<file path="config.mk">
export PLATFORM = sky130hd
export DESIGN_NAME = sw_input_ctrl
export DESIGN_NICKNAME = d
export VERILOG_FILES = /design/src/rtl/sw_input_ctrl_pkg.sv /design/src/rtl/sw_debounce_bit.sv /design/src/rtl/sw_input_ctrl.sv
export SDC_FILE = /design/constraint.sdc
export NUM_CORES = 1
export LEC_CHECK = 0
export BUFFER_PORTS_ARGS = -buffer_cell sky130_fd_sc_hd__buf_2
export CORE_MARGIN = 2
export CORE_UTILIZATION = 50
export DETAILED_ROUTE_END_ITERATION = 8
export PLACE_DENSITY_LB_ADDON = 0.1
export SLEW_MARGIN = 10
export SYNTH_ARGS = -nofsm -noshare
export SYNTH_HDL_FRONTEND = slang
export SYNTH_SLANG_ARGS = --single-unit
</file>
<file path="constraint.sdc">
create_clock -name clk -period 1.8 [get_ports clk]
set_input_delay 0.09 -clock clk [delete_from_list [all_inputs] [get_ports clk]]
set_output_delay 0.09 -clock clk [all_outputs]
set_load 0.01 [all_outputs]
</file>
<file path="src/rtl/sw_input_ctrl_pkg.sv">
// Shared register map and widths for the slide-switch input peripheral.
package sw_input_ctrl_pkg;

  localparam int SW_BITS = 16;

  localparam logic [1:0] SW_REG_STATE = 2'd0;
  localparam logic [1:0] SW_REG_RISE  = 2'd1;
  localparam logic [1:0] SW_REG_FALL  = 2'd2;
  localparam logic [1:0] SW_REG_IRQEN = 2'd3;

  // Sticky flag update: a new event wins over a same-cycle write-one-to-clear.
  function automatic logic [SW_BITS-1:0] flag_update(
    input logic [SW_BITS-1:0] cur,
    input logic [SW_BITS-1:0] set,
    input logic [SW_BITS-1:0] clr
  );
    return (cur & ~clr) | set;
  endfunction

endpackage

</file>
<file path="src/rtl/sw_debounce_bit.sv">
// One switch bit: two-flop synchroniser, 3-deep tick sampler and debounced state.
module sw_debounce_bit (
  input  logic clk,
  input  logic rst,
  input  logic tick,
  input  logic sw,
  output logic db_state,
  output logic rise_evt,
  output logic fall_evt
);

  logic       sync1_r;
  logic       sync2_r;
  logic [2:0] smp_r;
  logic [2:0] smp_next_s;
  logic       db_state_r;
  logic       db_next_s;

  // Next sample window and debounced value; the state moves only on unanimous samples.
  always_comb begin
    smp_next_s = smp_r;
    db_next_s  = db_state_r;
    if (tick) begin
      smp_next_s = {smp_r[1:0], sync2_r};
      if ((smp_next_s == 3'b111) || (smp_next_s == 3'b000)) begin
        db_next_s = smp_next_s[0];
      end else begin
        db_next_s = db_state_r;
      end
    end else begin
      smp_next_s = smp_r;
    end
  end

  // Synchroniser, sample window and debounced state registers.
  always_ff @(posedge clk) begin
    if (rst) begin
      sync1_r    <= 1'b0;
      sync2_r    <= 1'b0;
      smp_r      <= 3'b000;
      db_state_r <= 1'b0;
    end else begin
      sync1_r    <= sw;
      sync2_r    <= sync1_r;
      smp_r      <= smp_next_s;
      db_state_r <= db_next_s;
    end
  end

  assign db_state = db_state_r;
  assign rise_evt = db_next_s & ~db_state_r;
  assign fall_evt = ~db_next_s & db_state_r;

endmodule

</file>
<file path="src/rtl/sw_input_ctrl.sv">
// Slide-switch input peripheral: debounced state, sticky edge flags and a masked
// level interrupt exposed as four 32-bit MIO registers.
module sw_input_ctrl
  import sw_input_ctrl_pkg::*;
#(
  parameter int DEBOUNCE_CNT = 1_000_000,
  parameter int CNT_W        = 20
) (
  input  logic                clk,
  input  logic                rst,
  input  logic [SW_BITS-1:0]  sw_i,
  input  logic [1:0]          addr,
  input  logic                wr_en,
  input  logic [31:0]         wr_data,
  output logic [31:0]         rd_data,
  output logic                irq
);

  localparam logic [CNT_W-1:0] TICK_LAST = CNT_W'(DEBOUNCE_CNT - 1);

  logic [CNT_W-1:0]   cnt_r;
  logic               tick_s;
  logic [1:0]         prime_cnt_r;
  logic               primed_s;
  logic [SW_BITS-1:0] db_state_s;
  logic [SW_BITS-1:0] rise_evt_s;
  logic [SW_BITS-1:0] fall_evt_s;
  logic [SW_BITS-1:0] rise_r;
  logic [SW_BITS-1:0] fall_r;
  logic [SW_BITS-1:0] mask_r;
  logic               irq_r;
  logic [SW_BITS-1:0] rise_clr_s;
  logic [SW_BITS-1:0] fall_clr_s;
  logic               mask_we_s;
  logic               unused_wr_hi_s;

  assign tick_s         = (cnt_r == TICK_LAST);
  assign primed_s       = (prime_cnt_r == 2'd3);
  assign unused_wr_hi_s = ^wr_data[31:16];

  for (genvar i = 0; i < SW_BITS; i++) begin : g_bit
    sw_debounce_bit u_bit (
      .clk      (clk),
      .rst      (rst),
      .tick     (tick_s),
      .sw       (sw_i[i]),
      .db_state (db_state_s[i]),
      .rise_evt (rise_evt_s[i]),
      .fall_evt (fall_evt_s[i])
    );
  end

  // Register write decode.
  always_comb begin
    rise_clr_s = 16'h0000;
    fall_clr_s = 16'h0000;
    mask_we_s  = 1'b0;
    if (wr_en) begin
      case (addr)
        SW_REG_RISE:  rise_clr_s = wr_data[15:0];
        SW_REG_FALL:  fall_clr_s = wr_data[15:0];
        SW_REG_IRQEN: mask_we_s  = 1'b1;
        default:      mask_we_s  = 1'b0;
      endcase
    end else begin
      mask_we_s = 1'b0;
    end
  end

  // Tick counter and post-reset priming counter (saturates at 3).
  always_ff @(posedge clk) begin
    if (rst) begin
      cnt_r       <= '0;
      prime_cnt_r <= 2'd0;
    end else begin
      if (tick_s) begin
        cnt_r <= '0;
      end else begin
        cnt_r <= cnt_r + CNT_W'(1);
      end
      if (tick_s && !primed_s) begin
        prime_cnt_r <= prime_cnt_r + 2'd1;
      end
    end
  end

  // Sticky edge flags, interrupt mask and registered interrupt.
  always_ff @(posedge clk) begin
    if (rst) begin
      rise_r <= 16'h0000;
      fall_r <= 16'h0000;
      mask_r <= 16'h0000;
      irq_r  <= 1'b0;
    end else begin
      rise_r <= flag_update(rise_r, primed_s ? rise_evt_s : 16'h0000, rise_clr_s);
      fall_r <= flag_update(fall_r, primed_s ? fall_evt_s : 16'h0000, fall_clr_s);
      if (mask_we_s) begin
        mask_r <= wr_data[15:0];
      end
      irq_r <= |((rise_r | fall_r) & mask_r);
    end
  end

  // Read mux.
  always_comb begin
    rd_data = 32'h0000_0000;
    case (addr)
      SW_REG_STATE: rd_data = {16'h0000, db_state_s};
      SW_REG_RISE:  rd_data = {16'h0000, rise_r};
      SW_REG_FALL:  rd_data = {16'h0000, fall_r};
      SW_REG_IRQEN: rd_data = {16'h0000, mask_r};
      default:      rd_data = 32'h0000_0000;
    endcase
  end

  assign irq = irq_r;

endmodule
</file>
Word level (Yosys, flattened, before mapping)
Cells that the tools add are included. Widths: inputs -> output; s select.

Mux-type cells: 41. $add $sub $neg: 2. Eq/ne operators: 21. Reductions and logical operators: 37. Bitwise gates (word level): 72.

Operator list (count): $pmux 32 s4 (1); $mux 16 (6); $and 16x16->16 (3); $eq 3x3->1 const B (16); $logic_not 3->1 (16); $or 16x16->16 (3); $mux 1 (34); $and 1x1->1 (32); $not 1->1 (32); $not 16->16 (2); $add 20x1->20 const B (1); $eq 20x20->1 const B (1); $logic_or 1x1->1 (16); $reduce_or 16->1 (1); $eq 2x2->1 const B (3); $add 2x1->2 const B (1); $eq 2x1->1 const B (1); $logic_not 2->1 (1); $reduce_or 2->1 (1); $logic_and 1x1->1 (1); $logic_not 1->1 (1).

Input port bits: 53. Register bits after elaboration: 151.

Depth between registers and ports, before layout
Depth in word-level cells: 8. Depth in mapped cells: 8.

Hierarchy
A second synthesis with hierarchy kept.

Cells, all modules: 700. Area total of the unflattened synthesis: 6718.9 um2.

By module, submodules not included: sw_input_ctrl (area each 3495.9 um2, cells an instance 412, instances 1); sw_debounce_bit (area each 201.4 um2, cells an instance 18, instances 16).

Worst setup path after synthesis
OpenSTA, ideal clock, no wires.

Path type: reg-to-reg. Start: reg cnt_r[0]. End: reg cnt_r[12]. Cell stages (with the launch flop): 9. Library setup time: 115 ps. Data required time: 1685 ps. Arrival time: 1573 ps. Slack: 112 ps. Buffers on the path: 3. Path through: dfxtp_1 > ha_1 > and4_4 > and4_1 > buf_4 > a21o_1 > buf_2 > buf_4 > nor2_1.

Cells in the longest elaborated chain, start to end: 2.

Ends and longest elaborated chain: start, declared (RTL line sw_input_ctrl.sv:21) `logic [CNT_W-1:0] cnt_r;`; start signal, assigned (RTL line sw_input_ctrl.sv:79) `cnt_r <= cnt_r + CNT_W'(1);`; parallel branches: the longest is 2 deep, another holds $add 20x1->20.

Parallel ways; which one is timed is not known. A chain may end at the register's enable or synchronous reset.

Final worst setup path
Start: reg cnt_r[1]. End: reg cnt_r[18].

Same word-level chain as after synthesis.

==> impl_metrics.env <==
export IMPL_ant_nets=0
export IMPL_path_class="register to register"
export IMPL_synth_seq_cells=151
export IMPL_yosysMostFrequentCell="dfxtp_1"
export IMPL_synth_flop_cell="dfxtp_1"
export IMPL_hp_class="input pin to register"
export IMPL_leakage_nw=2.93
export IMPL_fin_ws_ps=38.6
export IMPL_critPathArrivalTime_ps=2120
export IMPL_grt_pass1_wl_um=25100
export IMPL_io_buffers=53
export IMPL_core_rowCount=42
export IMPL_synth_top_area_share=0.454
export IMPL_fin_nets=884
export IMPL_design_area_um2=8190
export IMPL_crit_path_max_fanout=4
export IMPL_ys_top_cells_by_count="151 x dfxtp_1, 67 x o21ai_0, 57 x a21oi_1, 55 x nand2_1, 55 x nand3_1"
export IMPL_core_area_um2=13100
export IMPL_synthCells=740
export IMPL_drt_iter0_drc=516
export IMPL_finalSetupViolCount=0
export IMPL_fillers=1133
export IMPL_fp_dieW_um=119
export IMPL_antenna_diode_count=0
export IMPL_clkTransAtPathRegs_ps=60
export IMPL_grt_pass1_vias=5136
export IMPL_crit_required_ps=2160
export IMPL_routedWlPerCell_um=15.2
export IMPL_cts_buffers=17
export IMPL_r2r_start="cnt_r[1]"
export IMPL_io_pins=86
export IMPL_clkSinkCount=151
export IMPL_vias=5615
export IMPL_synth_top_cells_by_area="dfxtp_1 45%, mux4_2 5.4%, o21ai_0 5.0%"
export IMPL_drc_errors=0
export IMPL_place_ws_ps=54.0
export IMPL_slew_violations=0
export IMPL_hold_violations=0
export IMPL_syn_area_per_cell_um2=9.00
export IMPL_reg2reg_to="cnt_r[18]"
export IMPL_total_power_w=0.00736
export IMPL_synthesis_area_um2=6660
export IMPL_max_slew_margin=0.668
export IMPL_grt_max_degree=69
export IMPL_peakVddDrop_mv=0.626
export IMPL_clkLatencyLatePin_ps=420
export IMPL_root_buffer="clkbuf_16"
export IMPL_crit_end="cnt_r[18]"
export IMPL_viasPerCell=5.52
export IMPL_timing_fmax_mhz=568
export IMPL_die_y_um=119
export IMPL_synthToLayoutAreaGrowth_pct=22.9
export IMPL_start_util=0.507
export IMPL_status="finished clean"
export IMPL_period_needed_ps=1760
export IMPL_cap_violations=0
export IMPL_synth_distinct_cells=40
export IMPL_hpwl_um=9940
export IMPL_async_reset_ff_frac=0
export IMPL_worst_pin_slew_ps=494
export IMPL_min_period_over_period=0.979
export IMPL_fin_util=0.623
export IMPL_yosys_warnings=0
export IMPL_finClkSkew_ps=6.31
export IMPL_stdcell_count=1018
export IMPL_clockBufferDepth=2
export IMPL_antenna_found_initial=0
export IMPL_grt_overflow_total=0
export IMPL_synth_edf_count=0
export IMPL_wirelength_um=15400
export IMPL_power_density_nw_per_um2=899
export IMPL_multi_input_comb_area_um2=3160
export IMPL_reg2reg_slack_ps=40
export IMPL_seqCellArea_um2=3030
export IMPL_cts_tree="yes"
export IMPL_dp_cells=950
export IMPL_start_kind="register"
export IMPL_synth_top_cell_by_area="dfxtp_1"
export IMPL_worst_r2r_path_depth=6
export IMPL_dieArea_um2=14300
export IMPL_finalWeightedCongestion=0.780
export IMPL_placed_area_um2=7210
export IMPL_critPathLaunch="cnt_r[1]"
export IMPL_worst_setup_path_end_kind="register"
export IMPL_cts_max_level=4
export IMPL_grt_total_usage=0.221
export IMPL_drt_pass1_iter_count=5
export IMPL_drive_gt1_frac=0.210
export IMPL_seq_area_frac_synth=0.454
state kept, by name (all words and copies together), names as in the netlist:
signal,flops
prime_cnt_r,2
irq,1
rise_r,16
mask_r,16
g_bit.u_bit.smp_r,32
g_bit.u_bit.sync1_r,16
g_bit.u_bit.db_state,16
g_bit.u_bit.sync2_r,16
fall_r,16
cnt_r,20
layout by cell type, fill, tap and decap left out, drive strengths merged, types with 6 or more instances in the layout:
| cell | n |
|---|---|
| a211o | 32 |
| a21oi | 57 |
| a31oi | 16 |
| buf | 91 |
| clkbuf | 18 |
| clkinv | 6 |
| conb | 16 |
| dfxtp | 151 |
| dlygate4sd3 | 32 |
| inv | 51 |
| mux4 | 16 |
| nand2 | 55 |
| nand3 | 56 |
| nand4 | 13 |
| nor2 | 18 |
| nor2b | 32 |
| nor3 | 33 |
| o21ai | 67 |
| o21ba | 16 |
| o31ai | 21 |
| xor2 | 8 |
worst max-delay path: stages (launching register included):
cell and delay (ps):
dfxtp_2 360, ha_4 130, and4_4 230, buf_4 110, nand4_1 170, or4_4 570, a21oi_2 120
worst min path at each step:
| stage | slack, ps | start | cells past startpoint | end |
|---|---|---|---|---|
| floorplan | 220 | sw_i[0] | 1 | g_bit[0].u_bit.sync1_r |
| global placement | 300 | sw_i[10] | 2 | g_bit[10].u_bit.sync1_r |
| detailed placement | 300 | sw_i[10] | 2 | g_bit[10].u_bit.sync1_r |
| CTS | 160 | rst | 3 | cnt_r[4] |
| global route | 180 | rst | 3 | g_bit[10].u_bit.sync1_r |
| finish | 170 | rst | 3 | cnt_r[4] |
power by group:
part	internal (W)	switching [W]	leakage, nW
registers	0.00339	0.0000302	1.23
clock network	0.00219	0.00140	0.283
logic	0.000162	0.000183	1.42
total	0.00574	0.00161	2.93
repair_timing:
action,in CTS,in global routing
resized for setup,0,7
hold buffers,32,0
endpoints found under the setup margin,0,37
buffers inserted,0,4
hold endpoints to repair,57,0
per-layer routing:
metal / part of all wire / GRT usage
met5: 0 / 0
met4: 0.011 / 0.0662
met2: 0.46 / 0.342
met1: 0.47 / 0.311
met3: 0.069 / 0.0484
logic make-up after synthesis:
family / synth area share
xor+xnor: 0.0145
fa+ha+maj: 0.00376
mux: 0.0541
buf+inv: 0.0834
flops: 0.454
compound gates: 0.210
simple gates: 0.180
other cells: 0.000563
cell type report:
type,count,area share
clock inverter,14,0.0217
inverter,50,0.0229
clock buffer,18,0.0524
sequential,151,0.369
timing repair buffer,123,0.120
tap,176,0.0269
multi-input combinational,486,0.386
stage by stage:
stage	setup TNS, ps	hold slack [ps]
4_1_cts	0	159
2_1_floorplan	0	218
6_report	0	169
3_5_place_dp	0	305
5_1_grt	-46.4	181
3_3_place_gp	0	300
Power figures use the tool's default switching activity.
